`src/rtl/mem_wb_pipe.sv`:
```
// MEM/WB pipeline register: two-entry skid buffer with flush.
// Optional HI/LO write-back channel when MEM_WB_HILO_EN is defined.
module mem_wb_pipe #(
    parameter int DATA_W      = 32,
    parameter int ADDR_W      = 5,
    parameter int ZERO_SQUASH = 1
) (
    input  logic              clk,
    input  logic              rst,
    input  logic              flush,
    input  logic              in_valid,
    output logic              in_ready,
    input  logic [DATA_W-1:0] mem_write_data,
    input  logic [ADDR_W-1:0] mem_write_addr,
    input  logic              mem_write_en,
`ifdef MEM_WB_HILO_EN
    input  logic [DATA_W-1:0] mem_hi,
    input  logic [DATA_W-1:0] mem_lo,
    input  logic              mem_whilo,
    output logic [DATA_W-1:0] wb_hi,
    output logic [DATA_W-1:0] wb_lo,
    output logic              wb_whilo,
`endif
    output logic              out_valid,
    input  logic              out_ready,
    output logic [DATA_W-1:0] wb_write_data,
    output logic [ADDR_W-1:0] wb_write_addr,
    output logic              wb_write_en
);

`ifdef MEM_WB_HILO_EN
    localparam int PW = 3 * DATA_W + ADDR_W + 2;
`else
    localparam int PW = DATA_W + ADDR_W + 1;
`endif

    // State is {skid_valid, main_valid}
    localparam logic [1:0] S_EMPTY = 2'b00;
    localparam logic [1:0] S_BUSY  = 2'b01;
    localparam logic [1:0] S_FULL  = 2'b11;

    logic [1:0]    state_q;
    logic [1:0]    state_d;
    logic [PW-1:0] main_q;
    logic [PW-1:0] main_d;
    logic [PW-1:0] skid_q;
    logic [PW-1:0] skid_d;
    logic [PW-1:0] in_pl;
    logic          accept;
    logic          drain;
    logic          main_we;

`ifdef MEM_WB_HILO_EN
    logic main_whilo;
    assign in_pl = {mem_write_data, mem_write_addr, mem_write_en,
                    mem_hi, mem_lo, mem_whilo};
    assign {wb_write_data, wb_write_addr, main_we,
            wb_hi, wb_lo, main_whilo} = main_q;
`else
    assign in_pl = {mem_write_data, mem_write_addr, mem_write_en};
    assign {wb_write_data, wb_write_addr, main_we} = main_q;
`endif

    assign accept = in_valid & in_ready;
    assign drain  = out_valid & out_ready;

    // State and payload registers; reset clears everything at once
    always_ff @(posedge clk or negedge rst) begin
        if (!rst) begin
            state_q <= S_EMPTY;
            main_q  <= '0;
            skid_q  <= '0;
        end else begin
            state_q <= state_d;
            main_q  <= main_d;
            skid_q  <= skid_d;
        end
    end

    // Next state and payload moves; flush overrides any handshake
    always_comb begin
        state_d = state_q;
        main_d  = main_q;
        skid_d  = skid_q;
        if (flush) begin
            state_d = S_EMPTY;
            main_d  = '0;
            skid_d  = '0;
        end else begin
            unique case (state_q)
                S_EMPTY: begin
                    if (accept) begin
                        main_d  = in_pl;
                        state_d = S_BUSY;
                    end
                end
                S_BUSY: begin
                    if (drain && accept) begin
                        main_d = in_pl;
                    end else if (drain) begin
                        state_d = S_EMPTY;
                    end else if (accept) begin
                        skid_d  = in_pl;
                        state_d = S_FULL;
                    end
                end
                S_FULL: begin
                    if (drain) begin
                        main_d  = skid_q;
                        skid_d  = '0;
                        state_d = S_BUSY;
                    end
                end
                default: state_d = S_EMPTY;
            endcase
        end
    end

    // Outputs come from main only; enables are gated by its valid bit
    always_comb begin
        out_valid   = state_q[0];
        in_ready    = ~state_q[1];
        wb_write_en = main_we & state_q[0];
        if ((ZERO_SQUASH != 0) && (wb_write_addr == '0)) begin
            wb_write_en = 1'b0;
        end
`ifdef MEM_WB_HILO_EN
        wb_whilo = main_whilo & state_q[0];
`endif
    end

endmodule

```
`config.mk`:
```
export PLATFORM = sky130hd
export DESIGN_NAME = mem_wb_pipe
export DESIGN_NICKNAME = d
export VERILOG_FILES = /design/src/rtl/mem_wb_pipe.sv
export SDC_FILE = /design/constraint.sdc
export NUM_CORES = 1
export LEC_CHECK = 0
export CAP_MARGIN = 20
export CORE_MARGIN = 8
export CORE_UTILIZATION = 45
export CTS_BUF_LIST = sky130_fd_sc_hd__clkbuf_4
export DETAILED_ROUTE_END_ITERATION = 8
export GPL_TIMING_DRIVEN = 0
export PLACE_DENSITY = 0.77
export SLEW_MARGIN = 25
export SYNTH_ARGS = -nofsm -noshare
export SYNTH_HDL_FRONTEND = slang
export SYNTH_SLANG_ARGS = --single-unit
```
`constraint.sdc`:
```
create_clock -name clk -period 2.3 [get_ports clk]
set_input_delay 0.69 -clock clk [delete_from_list [all_inputs] [get_ports clk]]
set_output_delay 0.69 -clock clk [all_outputs]
set_load 0.01 [all_outputs]
```
Word-level counts from Yosys, hierarchy flattened
Index checks and enable logic that the tools add are counted.
Word-level totals
  input bits: 43
  output and inout bits: 40
  bits in registers: 78
  logic and storage cells: 42
Operators by class
  reduce and logical (&&, ||, !) cells: 8
  equal/unequal tests: 9
  multiplexer cells: 18
  bitwise gates (word level): 4
Operator list (number)
  $mux W38: 8
  $pmux W38 S3: 1
  $pmux W38 S2: 1
  $ne A3 B3 Y1 const B: 6
  $mux W2: 6
  $reduce_and A4 Y1: 2
  $pmux W2 S3: 1
  $logic_not A5 Y1: 1
  $reduce_and A5 Y1: 1
  $ne A4 B4 Y1 const B: 1
  $reduce_bool A4 Y1: 1
  $and A1 B1 Y1: 3
  $reduce_bool A3 Y1: 1
  $eq A2 B1 Y1 const B: 1
  $eq A2 B2 Y1 const B: 1
  $logic_not A2 Y1: 1
  $logic_and A1 B1 Y1: 1
  $mux W1: 1
  $not A1 Y1: 1

Depth between registers and ports, before layout
  word-level depth: 7
  depth in mapped cells: 8
  mapped depth without buffers: 6

Worst setup path after synthesis
OpenSTA, ideal clock, no wires.
  kind: reg2reg
  start point: register state_q[0]
  end point: register main_q[10]
  required time: 2150 ps
  data arrival time: 1824 ps
  setup time: 150 ps
  period minus slack after synthesis: 1974 ps
  slack: 326 ps
  cell stages (with the launch flop): 9
  path buffers: 2
  cell sequence: dfrtp_1 inv_1 ha_1 or2_1 a211oi_2 or2_1 buf_2 buf_6 a211oi_2
Between the ends
  longest elaborated chain between the ends: 4
  elaborated cells between the ends (all ways): 12
  classes of those cells: eq/ne (5); mux (2); bitwise (1); reduce/logical (4)
Ends and longest elaborated chain
  start: declaration: line 42  | logic [1:0] state_q;
  start signal: assignment: line 74  | state_q <= state_d;
  $and A1 B1 Y1: line 65  | assign drain = out_valid & out_ready;
  $logic_and A1 B1 Y1: line 98  | if (drain && accept) begin
  $ne A3 B3 Y1 (no line)
  $reduce_and A4 Y1 (no line)
  end signal: assignment: line 75  | main_q <= main_d;
  end: declaration: line 44  | logic [PW-1:0] main_q;
Several ways; a longest one is shown, not always the timed one.
A chain may end at the register's enable or synchronous reset.

Final worst setup path
  start point: register main_q[1]
  end point: output wb_write_en
Between the ends
  longest elaborated chain between the ends: 2
Ends and longest elaborated chain
  $logic_not A5 Y1: line 124  | if ((ZERO_SQUASH != 0) && (wb_write_addr == '0)) begin
  $mux W1: line 124
  end: declaration: line 28  | output logic wb_write_en
No other way between the ends.

==> summary.md <==
| Metric | Value |
|---|---|
| Final min period | `2280 ps` |
| Fin area | `0.00522 sq mm` |
| Drt drc | `0` |
| Syn Std Cell Area | `0.00409 sq mm` |
| Worst Hold Class | `input port to asynchronous set/reset pin` |
| Worst-Margin Slew | `795 ps` |
| Clock share of power | `15.3%` |
| Sw Share | `35.2%` |
| Clk Latency, worst-skew pair | `410 ps` |
| DP Area | `0.00505 sq mm` |
| # diodes | `0` |
| Fin. Hold Viols | `0` |
| Htree depth | `3` |
| Pin count of the biggest net entering global routing | `41` |
| Warnings from Yosys | `0` |
| Static leakage | `2.21 nW` |
| Final Util | `59.5%` |
| Tcrit/Tclk final | `99.0%` |
| Router iterations before antenna repair | `4` |
| Share of post-route cells with drive strength above 1 | `21.2%` |
| Dpl hpwl | `7260 microns` |
| Critical path endpoint category | `output pin` |
| Net Switching | `1.85 mW` |
| Worst setup startpoint | `main_q[1]$_DFFE_PN0P_` |
| Int Power | `3.41 mW` |
| Comb pwr share | `47.4%` |
| CTS tree | `yes` |
| Vias | `3289` |
| Sink Count | `78` |
| Fmax | `439 MHz` |
| Die area | `0.0124 sq mm` |
| Clock slew at reported path FFs | `140 ps` |
| Final setup viols | `0` |
| # IOs | `83` |
| Setup TNS | `0 ps` |
| Syn nets | `456` |
| Reg-to-Reg Start | `state_q[0]$_DFFE_PN0P_` |
| Final Routed Wirelength | `10100 microns` |
| Total Power | `5.26 mW` |
| Initial Util | `46.7%` |
| Die X | `111 microns` |
| Total core area | `0.00876 sq mm` |
| Fin. max-slew vios | `0` |
| Synth top area share | `47.7%` |
| Root buffer cell | `clkbuf_4` |
| Cells after Synth | `409` |
| Power per cell area | `1010 mW/mm^2` |
| Seq cells post-synth | `78` |
| WS Path Type | `flop to output pin` |
| First-pass GRT wire length | `17100 microns` |
| Largest cells by area after synthesis | `dfrtp_1 (48%), mux2i_1 (9.3%), buf_4 (8.4%), nand2_1 (7.2%), a211oi_2 (6.4%)` |
| Area leader, netlist | `dfrtp_1` |
| Startpoint types | `flop` |
| Sequential-to-total area share from yosys stat | `47.7%` |
| Max FO, Critical Path | `2` |
| # rows | `34` |
| CTS Buf Count | `9` |
| Reg area | `0.00195 sq mm` |
| Fillers | `779` |
| Unique masters post-synth | `31` |
| GRT overflow | `0` |
| Sequential fraction of design power | `37.3%` |
| Clock skew | `15.0 ps` |
| Area of the multi-input gates | `0.00166 sq mm` |
| Vias per Instance | `5.32` |
| CTS Hold Bufs | `0` |
| Area growth syn-to-layout | `27.5%` |
| Gr usage total | `16.4%` |
| Die Span Y | `111 microns` |
| Dpl cells | `599` |
| Gpl congestion | `0.817` |
| Worst setup margin | `23.6 ps` |
| # nets final | `553` |
| Outcome | `complete, no violations` |
| Antenna Nets Post-Route | `0` |
| Initial antenna violation count | `0` |
| Wire per inst | `16.3 microns` |
| Unrepaired setup endpoints after global routing | `true` |
| Number of global-route vias before repair | `3437` |
| Max Cap Violations | `0` |
| Syn avg cell area | `10.0 sq um` |
| Most frequent cells in the layout | `nand2_1 (78), clkdlybuf4s50_1 (78), dfrtp_1 (76)` |
| Initial detailed-routing violation count | `148` |
| Worst Path Required | `1610 ps` |
| Clock Path Buffers | `2` |
| Critical path arrival | `1590 ps` |
| Fin cells | `618` |
| Worst vdd ir | `0.487 mV` |
| Place WS | `-280 ps` |
| I/O Buffers | `81` |
| Slew headroom | `47.0%` |
| Hold WS | `232 ps` |
==> cells in the mapped netlist <==
cell type	number
dfrtp_1	78
a311oi_2	1
a21boi_1	1
inv_1	3
and3_1	1
a21boi_0	1
a211o_1	1
nand2_1	78
o21ai_0	2
a211oi_2	21
a211oi_1	18
o21ai_1	38
o311a_1	1
buf_2	14
o21a_1	1
or2_1	2
ha_1	4
nor2b_1	1
nor3_1	38
and4b_1	1
or3_1	1
a41o_1	1
nand2b_1	1
nor2_1	3
a21oi_1	1
or4_1	1
o31ai_1	1
buf_6	2
mux2i_1	38
buf_4	46
clkbuf_1	9
==> worst max-delay path, stage by stage, from the launching register on <==
cell,delay (ps)
dfrtp_1,400
or3_1,360
o311a_1,280
buf_2,140
==> power by group through the flow <==
stage          combinational, mW  sequential (mW)  clock, mW
4_1_cts                     2.50             1.97      0.817
2_1_floorplan               1.60             1.93          0
6_report                    2.50             1.96      0.804
5_1_grt                     2.73             2.01      0.880
3_5_place_dp                2.48             2.00          0
3_3_place_gp                2.40             1.99          0
==> per-layer routing <==
layer | share of wire [%] | global-route usage, % | wire, microns | vias to the layer above
li1 | - | - | - | 1584
met1 | 44 | 20.5 | 4450 | 1586
met2 | 48 | 26.7 | 4820 | 102
met3 | 6.3 | 4.99 | 632 | 17
met4 | 1.5 | 4.62 | 153 | 0
met5 | 0 | 0 | 0 | -
==> registers in the layout, indices dropped and copies added (netlist names) <==
name and count:
main_q 38, skid_q 38, state_q 2
==> final cells by class <==
type | instances | share of cell area (%)
sequential | 78 | 37.5
multi-input combinational | 257 | 31.8
clock buffer | 9 | 1.30
buffer | 71 | 9.04
tap | 108 | 2.59
inverter | 3 | 0.216
timing repair buffer | 86 | 16.4
clock inverter | 6 | 1.22
==> path summary, 6_finish.rpt <==
path | endpoint | slack (ps) | cells after the start
worst max-delay path | wb_write_en | 20 | 3
worst min-delay path | main_q[18]$_DFFE_PN0P_ | 230 | 1
worst max register to register | main_q[12]$_DFFE_PN0P_ | 160 | 8
worst min register to register | skid_q[20]$_DFFE_PN0P_ | 500 | 2
max in group asynchronous | skid_q[37]$_DFFE_PN0P_ | 1460 | 2
min in group clk | skid_q[20]$_DFFE_PN0P_ | 500 | 2
==> cell families after synthesis <==
logic type | count (synthesis) | share of synthesized area [%]
AOI/OAI and AO/OA | 88 | 16.5
DFF | 78 | 47.7
and+or+nand+nor | 127 | 13.4
buffers and inverters | 74 | 11.8
adders and majority gates | 4 | 1.22
muxes | 38 | 9.30
==> timing repair <==
item,CTS,global route
gates resized for setup,5,2
buffers inserted,2,2
pin swaps,0,1
endpoints found under the setup margin,14,22
No activity file was read; power rests on OpenSTA's default activity.
